### config.mk
export PLATFORM = sky130hd
export DESIGN_NAME = ahb_mtx_in_stage
export DESIGN_NICKNAME = d
export VERILOG_FILES = /design/src/rtl/ahb_mtx_in_stage.sv
export SDC_FILE = /design/constraint.sdc
export NUM_CORES = 1
export LEC_CHECK = 0
export BUFFER_PORTS_ARGS = -buffer_cell sky130_fd_sc_hd__buf_2
export CAP_MARGIN = 20
export CORE_MARGIN = 4
export CORE_UTILIZATION = 45
export DETAILED_ROUTE_END_ITERATION = 10
export HOLD_SLACK_MARGIN = 0.05
export PLACE_DENSITY = 0.76
export SYNTH_ARGS = -nofsm -noshare
export SYNTH_HDL_FRONTEND = slang
export SYNTH_SLANG_ARGS = --single-unit
### constraint.sdc
create_clock -name HCLK -period 1.9 [get_ports HCLK]
set_input_delay 0.57 -clock HCLK [delete_from_list [all_inputs] [get_ports HCLK]]
set_output_delay 0.57 -clock HCLK [all_outputs]
set_load 0.05 [all_outputs]
### src/rtl/ahb_mtx_in_stage.sv
// ---------------------------------------------------------------------------
// ahb_mtx_in_stage
//
// Slave-port input stage of the L1 AHB bus matrix, sitting directly in front
// of the per-port address decoder. When the target output stage cannot take
// this port's address phase, the address-phase control is captured into a
// holding register and the master is stalled. Once the output stage accepts
// it, the held transfer is issued to the decoder and the block returns to
// passing the live bus straight through.
//
// Ports
//   HCLK, HRESET           clock, synchronous active-high reset
//   HSELS .. HMASTLOCKS    address-phase signals from the master layer
//   HREADYS                bus HREADY as seen by this port
//   HREADYOUTS, HRESPS     data-phase response returned to the master
//   sel_dec .. ready_dec   address phase presented to the decoder
//   active_dec             target output stage accepts this port's request
//   readyout_dec, resp_dec selected data-phase response from the decoder
// ---------------------------------------------------------------------------
module ahb_mtx_in_stage #(
   parameter int ADDR_W = 32
) (
   input  logic              HCLK,
   input  logic              HRESET,
   input  logic              HSELS,
   input  logic [ADDR_W-1:0] HADDRS,
   input  logic [1:0]        HTRANSS,
   input  logic              HWRITES,
   input  logic [2:0]        HSIZES,
   input  logic [2:0]        HBURSTS,
   input  logic [3:0]        HPROTS,
   input  logic              HMASTLOCKS,
   input  logic              HREADYS,
   output logic              HREADYOUTS,
   output logic [1:0]        HRESPS,
   output logic              sel_dec,
   output logic [ADDR_W-1:0] addr_dec,
   output logic [1:0]        trans_dec,
   output logic              write_dec,
   output logic [2:0]        size_dec,
   output logic [2:0]        burst_dec,
   output logic [3:0]        prot_dec,
   output logic              mastlock_dec,
   output logic              ready_dec,
   input  logic              active_dec,
   input  logic              readyout_dec,
   input  logic [1:0]        resp_dec
);

   typedef enum logic {
      PASS = 1'b0,
      HELD = 1'b1
   } state_t;

   state_t              state;
   state_t              next_state;
   logic                pend_tran;
   logic                load;
   logic                capture;
   logic                held_view;

   logic                hold_sel;
   logic [ADDR_W-1:0]   hold_addr;
   logic [1:0]          hold_trans;
   logic                hold_write;
   logic [2:0]          hold_size;
   logic [2:0]          hold_burst;
   logic [3:0]          hold_prot;
   logic                hold_mastlock;

   assign pend_tran = (state == HELD);

   // A valid NONSEQ/SEQ address phase accepted from the master. Once a
   // transfer is pending the master is stalled, so nothing new can load.
   assign load    = HSELS & HTRANSS[1] & HREADYS & ~pend_tran;
   assign capture = load & ~active_dec;

   // While reset is asserted the outputs behave as in pass mode, so a held
   // transfer is dropped without ever being shown to the decoder.
   assign held_view = pend_tran & ~HRESET;

   // State register.
   always_ff @(posedge HCLK) begin
      if (HRESET) begin
         state <= PASS;
      end else begin
         state <= next_state;
      end
   end

   // Next state: enter HELD when the output stage refuses a new transfer,
   // leave it in the issue cycle (the first cycle the output stage accepts).
   always_comb begin
      next_state = state;
      case (state)
         PASS:    if (capture)    next_state = HELD;
         HELD:    if (active_dec) next_state = PASS;
         default: next_state = PASS;
      endcase
   end

   // Hold registers are written only on capture, so live inputs during a
   // stall can never overwrite the pending address phase.
   always_ff @(posedge HCLK) begin
      if (HRESET) begin
         hold_sel      <= 1'b0;
         hold_addr     <= '0;
         hold_trans    <= 2'b00;
         hold_write    <= 1'b0;
         hold_size     <= 3'b000;
         hold_burst    <= 3'b000;
         hold_prot     <= 4'h0;
         hold_mastlock <= 1'b0;
      end else if (capture) begin
         hold_sel      <= HSELS;
         hold_addr     <= HADDRS;
         hold_trans    <= HTRANSS;
         hold_write    <= HWRITES;
         hold_size     <= HSIZES;
         hold_burst    <= HBURSTS;
         hold_prot     <= HPROTS;
         hold_mastlock <= HMASTLOCKS;
      end
   end

   // Outputs. In held mode the replayed transfer always starts a new burst
   // from the decoder's point of view, so it is presented as NONSEQ; a held
   // SEQ of a fixed-length burst can no longer be counted against that burst
   // and is therefore relabelled as an undefined-length INCR.
   always_comb begin
      sel_dec      = HSELS;
      addr_dec     = HADDRS;
      trans_dec    = HTRANSS;
      write_dec    = HWRITES;
      size_dec     = HSIZES;
      burst_dec    = HBURSTS;
      prot_dec     = HPROTS;
      mastlock_dec = HMASTLOCKS;
      ready_dec    = HREADYS;
      HREADYOUTS   = readyout_dec;
      HRESPS       = resp_dec;
      if (held_view) begin
         sel_dec      = hold_sel;
         addr_dec     = hold_addr;
         trans_dec    = 2'b10;
         write_dec    = hold_write;
         size_dec     = hold_size;
         burst_dec    = ((hold_trans == 2'b11) && (hold_burst != 3'b000)) ?
                        3'b001 : hold_burst;
         prot_dec     = hold_prot;
         mastlock_dec = hold_mastlock;
         ready_dec    = active_dec;
         HREADYOUTS   = 1'b0;
         HRESPS       = 2'b00;
      end
   end

endmodule

==> results of run 1 <==
==> layout by cell type, fill, tap and decap left out, types with 4 or more instances in the layout <==
master,n
dfxtp_1,46
buf_4,6
mux2i_1,45
buf_8,8
buf_12,4
buf_6,50
buf_2,52
nand2b_1,90
clkbuf_8,5
and2_4,4
mux2_4,41
==> through the flow <==
stage	setup WS, ns	power (W)	utilization (%)	instances
6_report	-0.176	0.00250	66.0	457
3_5_place_dp	-0.266	0.00166	55.9	441
4_1_cts	-0.214	0.00250	63.1	450
5_1_grt	-0.199	0.00261	66.0	457
2_1_floorplan	-0.0234	0.00152	-	270
3_3_place_gp	-0.262	0.00165	55.9	441
==> critical path, delay by kind of cell <==
kind / cells / cell delay [ns]
AND/OR/NAND/NOR: 1 / 0.18
multiplexers: 1 / 0.31
buffers and inverters: 3 / 0.44
==> cell type report <==
type                            count  share of cell area, %
Timing Repair Buffer              122                   26.7
Tap cell                           77                   2.30
Clock buffer                        5                   1.64
Multi-Input combinational cell    200                   45.2
Inverter                            2                  0.179
Sequential cell                    48                   23.0
Clock inverter                      3                   1.01
==> layer usage <==
layer,vias to the layer above,GRT usage [%]
met3,11,4.75
met5,-,0
met1,1043,19.8
met4,0,4.67
li1,1117,-
met2,81,28.2
==> timing repair <==
| item | CTS | global route |
|---|---|---|
| gates cloned | 0 | 3 |
| setup buffers | 1 | 4 |
| setup endpoints to repair | 51 | 50 |
| resized for setup | 106 | 26 |
| hold buffers | 0 | 0 |
| pin swaps | 2 | 3 |
| endpoints found under the hold margin | 0 | 0 |
==> registers in the layout (all words and copies together), names as in the netlist <==
name	cells
hold_addr	32
hold_prot	4
hold_burst	3
hold_size	3
hold_trans	2
hold_mastlock	1
hold_sel	1
hold_write	1
pend_tran	1
==> logic make-up after synthesis <==
group | share of synthesized area (%)
muxes | 36.3
and+or+nand+nor | 22.0
AOI/OAI and AO/OA | 1.96
DFF | 32.8
buffers and inverters | 6.95
==> power groups by stage <==
stage	registers, W	clock network (W)	logic, W
after floorplan	0.00106	0	0.000464
after global placement	0.00106	0	0.000589
after detailed placement	0.00106	0	0.000596
after CTS	0.00104	0.000768	0.000689
after global routing	0.00105	0.000804	0.000757
final	0.00104	0.000740	0.000720
==> how the worst max path moves through the flow <==
stage,slack (ns),cells past startpoint,to,from
after floorplan,-0.02,4,addr_dec[0],HRESET
after global placement,-0.26,5,addr_dec[30],HRESET
after detailed placement,-0.27,5,addr_dec[30],HRESET
after CTS,-0.21,5,addr_dec[10],HRESET
after global routing,-0.20,5,addr_dec[15],HRESET
final,-0.18,5,addr_dec[25],HRESET
==> metrics, run 1 <==
synthesized area=2930 µm²; final hold viol count=0; Die ar.=7880 µm²; Achievable Freq=0.482 GHz; Die Y=88.7 µm; routed vias=2252; register area=966 µm²; top layer reached by signal wires=met4; CP startpoint kind=primary input; row cnt=29; yosys warns=0; Reg clk slew, reported paths=0.08 ns; Seq pwr share=41.6%; Synth async-reset ratio=0%; DR pass1 iterations=4; WP data required=1.33 ns; max cap viols=0; Routability Congestion=0.770; Power Density=597 nW/µm²; synth top area cells=dfxtp_1, nand2b_1, mux2_4; Antenna Nets Post-Route=0; Die W=88.7 µm; Peak VDD IR=333 µV; max-slew violations=0; Lkg Pwr=1.88 nW; Cells after Synth=270; Hold EP=hold_addr[27]$_SDFFE_PP0P_; worst skew pair latency=0.30 ns; Setup CP Type=in -> out; Synth Register Bits=48; DP Area=3550 µm²; Final min period=2.08 ns; Max transition margin=56.2%; antenna cells=0; Net Count, Synth=324; RSZ-0062 raised after global routing=yes; vias in the first global route=2338; share of cells above drive strength 1=50.5%; Inserted Clock Buffers=5; PortBufs=104; CTS Root Cell=clkbuf_8; reg2reg start=pend_tran$_SDFF_PP0_; status=complete, but fails checks; largest area contributor in the netlist=dfxtp_1; Post-synth EDFFs=0; cell chain of the critical path=buf_8 -> nand2b_4 -> clkbuf_16 -> mux2_4 -> buf_8; Post-layout nets=433; setup violators final=47; DR vias/cell=4.93; post-DP HPWL=4.34 mm; path category of the worst min-delay check=reg -> reg; sequential area share after synthesis=32.8%; hold path cells=2; critical path arrival=1.51 ns; final hold slack=0.476 ns; H-tree depth=2; Final TNS setup=-6.97 ns; fin crit share=109%; worst-case reg-to-reg path depth=4; count leader, synth=nand2b_1; CP max stage delay=0.31 ns; combinational share of power=28.8%; Slowest cell on crit path=mux2_4; crit end category=output port; met3 WL=497 µm; worst slew pin tran=0.658 ns; Netlist cell types=23; initial antenna violation count=0; reg2reg end=hold_size[2]$_SDFFE_PP0P_; global-route usage over all layers=16.4%; CTS max path bufs=2; Metal-1 WL=3.01 mm; Area growth syn-to-layout=42.9%; global-route wire length before repair=10.3 mm; Routed WL=6.99 mm; CORE AREA=6350 µm²; drt wl/cell=15.3 µm; Starting Density=46.2%; clk_skew=0.00633 ns; multi-input logic area=1890 µm²; Final Cell Area=4190 µm²; CTS tree=yes; worst reg2reg setup slack=0.57 ns; setup ws final=-0.176 ns; gr ovfl total=0; HP Start=hold_addr[27]$_SDFFE_PP0P_; clock sink total=48; Clock Power Share=29.6%; failing checks=negative setup slack; CP Max Fanout=7; WL met2=3.40 mm; DRC violations left=0; CP most frequent cell=buf_8; switching share of power=30.2%; internal power=0.00175 W; DRT iter0 DRCs=41; top_reg_cell synth=dfxtp_1; top-level I/O count=105; post-synth top area share=32.8%; FILL cells=483; top post-synthesis cells by count=nand2b_1, dfxtp_1, mux2i_1, mux2_4, clkbuf_1; pin count of the biggest net entering global routing=94; P_sw=0.000756 W; Avg Inst Size Synth=10.9 µm²
Note: power is estimated with default switching activity, not from simulation.
==> inputs of run 2 (changes only) <==
==> config.mk (replaced) <==
export PLATFORM = sky130hd
export DESIGN_NAME = ahb_mtx_in_stage
export DESIGN_NICKNAME = d
export VERILOG_FILES = /design/src/rtl/ahb_mtx_in_stage.sv
export SDC_FILE = /design/constraint.sdc
export NUM_CORES = 1
export LEC_CHECK = 0
export BUFFER_PORTS_ARGS = -buffer_cell sky130_fd_sc_hd__buf_4
export CAP_MARGIN = 20
export CORE_MARGIN = 4
export CORE_UTILIZATION = 45
export DETAILED_ROUTE_END_ITERATION = 10
export HOLD_SLACK_MARGIN = 0.05
export PLACE_DENSITY = 0.85
export SYNTH_ARGS = -nofsm -noshare
export SYNTH_HDL_FRONTEND = slang
export SYNTH_SLANG_ARGS = --single-unit
==> metrics, run 2 (same netlist as run 1, synthesis figures left out) <==
Routed WL=6.60 mm (-5.6%); max-slew violations=0 (unchanged); Setup CP Type=in -> out; placed cell count=438 (-0.68%); worst slew pin tran=0.637 ns (-0.0211 ns); vias in the first global route=2368 (+1.3%); DR pass1 iterations=3 (-1); reg2reg end=hold_addr[14]$_SDFFE_PP0P_; antenna cells=0 (unchanged); Antenna Nets Post-Route=0 (unchanged); gr ovfl total=0 (unchanged); share of cells above drive strength 1=48.8% (-1.7 points); Die W=88.7 µm (unchanged); global-route wire length before repair=10.9 mm (+6.1%); multi-input logic area=1860 µm² (-1.7%); worst reg2reg setup slack=0.54 ns (-0.03 ns); max cap viols=0 (unchanged); DP Area=3800 µm² (+7.1%); fin util=66.1% (about the same); DRC violations left=0 (unchanged); hold path cells=2 (unchanged); Inserted Clock Buffers=5 (unchanged); CTS tree=yes; PortBufs=104 (unchanged); worst skew pair latency=0.29 ns (about the same); pin count of the biggest net entering global routing=94 (unchanged); crit end category=output port; CP Max Fanout=4 (-3); Peak VDD IR=315 µV (-5.3%); H-tree depth=2 (unchanged); row cnt=29 (unchanged); setup ws final=-0.191 ns (-0.0151 ns); Hold-fix buffers, CTS=0 (unchanged); Starting Density=46.2% (unchanged); register area=962 µm² (-0.39%); global-route usage over all layers=17.3% (+0.87 points); Die Y=88.7 µm (unchanged); clock sink total=48 (unchanged); CP startpoint kind=primary input; Post-layout nets=427 (-1.4%); pre-CTS worst setup slack=-0.259 ns (+0.00684 ns); Die ar.=7880 µm² (unchanged); Reg clk slew, reported paths=0.09 ns (about the same); CORE AREA=6350 µm² (unchanged); max reg flops=32 (unchanged); most flop-heavy register=hold_addr; worst-case reg-to-reg path depth=4 (unchanged); routed vias=2215 (-1.6%); Hold EP=hold_addr[15]$_SDFFE_PP0P_; DR vias/cell=4.92 (-0.11%); Lkg Pwr=1.88 nW (-0.29%); failing checks=negative setup slack; commonest non-fill, non-tap cell in the layout=nand2b_1; clk_skew=0.00484 ns (-0.00148 ns); Max transition margin=57.6% (+1.4 points); Achievable Freq=0.478 GHz (-0.72%); reg2reg start=pend_tran$_SDFF_PP0_; drt wl/cell=14.7 µm (-4.2%); post-DP HPWL=4.69 mm (+8.3%); CTS Root Cell=clkbuf_8; HP Start=hold_addr[15]$_SDFFE_PP0P_; post-route insts no fill=450 (-1.5%); FILL cells=492 (+1.9%); path category of the worst min-delay check=reg -> reg; WP data required=1.33 ns (about the same); most frequent cells in the layout=nand2b_1, buf_4, buf_6; setup violators final=50 (+6.4%); initial antenna violation count=0 (unchanged); Power Density=577 nW/µm² (-3.3%); critical path arrival=1.52 ns (about the same); RSZ-0062 raised after global routing=yes; final hold viol count=0 (unchanged); DRT iter0 DRCs=71 (+73%); CTS max path bufs=2 (unchanged); top-level I/O count=105 (unchanged); Final min period=2.09 ns (+0.0151 ns); final hold slack=0.476 ns (-0.000333 ns); fin crit share=110% (+0.79 points); Largest regs=hold_addr (32), hold_prot (4); Final Cell Area=4200 µm² (about the same); status=complete, but fails checks; Area growth syn-to-layout=43.0% (about the same); Routability Congestion=0.670 (-13%)
-- run 2: cell count changes in the layout (fill, tap and decap cells not counted), sizes merged --
| cell | previous run | this run |
|---|---|---|
| buf | 120 | 117 |
| clkinv | 1 | 0 |
| clkinvlp | 1 | 0 |
| bufinv | 1 | 0 |
| nand2b | 93 | 92 |
-- run 2: power by group --
group,internal [W],switching (W)
Clock,0.000325,0.000321
Combinational,0.000351,0.000383
Sequential,0.00103,0.0000142
-- run 2: worst max-delay path by stage --
stage          startpoint      endpoint  slack [ns]
6_report           HRESET  mastlock_dec       -0.19
5_1_grt            HRESET  addr_dec[25]       -0.21
4_1_cts            HRESET  mastlock_dec       -0.21
3_5_place_dp       HRESET  addr_dec[30]       -0.26
3_3_place_gp       HRESET  addr_dec[30]       -0.25
2_1_floorplan      HRESET   addr_dec[0]       -0.02
-- run 2: per-layer routing --
layer	GRT usage [%]	wire length [µm]	up-vias	share of wire, %
met5	0	0	-	0
li1	-	-	1101	-
met2	30.6	3430	65	52
met1	20.5	2660	1042	40
met3	4.56	424	7	6.4
met4	4.67	86	0	1.3
-- run 2: repair_timing --
| action | 4_1_cts | 5_1_grt |
|---|---|---|
| pin swaps | 0 | 0 |
| resized for setup | 63 | 6 |
| setup buffers | 5 | 0 |
| setup endpoints to repair | 50 | 51 |
-- run 2: cell type report --
cell class | count | area share (%)
multi-input combinational | 199 | 44.4
timing repair buffer | 117 | 27.9
inverter | 2 | 0.179
tap | 77 | 2.30
sequential | 48 | 22.9
clock buffer | 7 | 2.30
-- run 2: worst max-delay path: stages --
cell and delay (ns):
buf_6 0.10, nand2b_4 0.18, buf_6 0.13, buf_6 0.10, mux2_4 0.29, buf_8 0.15
-- run 2: metrics by stage --
stage	power (W)	setup TNS, ns
global placement	0.00172	-9.68
CTS	0.00245	-7.55
finish	0.00242	-7.65
floorplan	0.00152	-0.942
detailed placement	0.00174	-10.05
global route	0.00253	-9.02
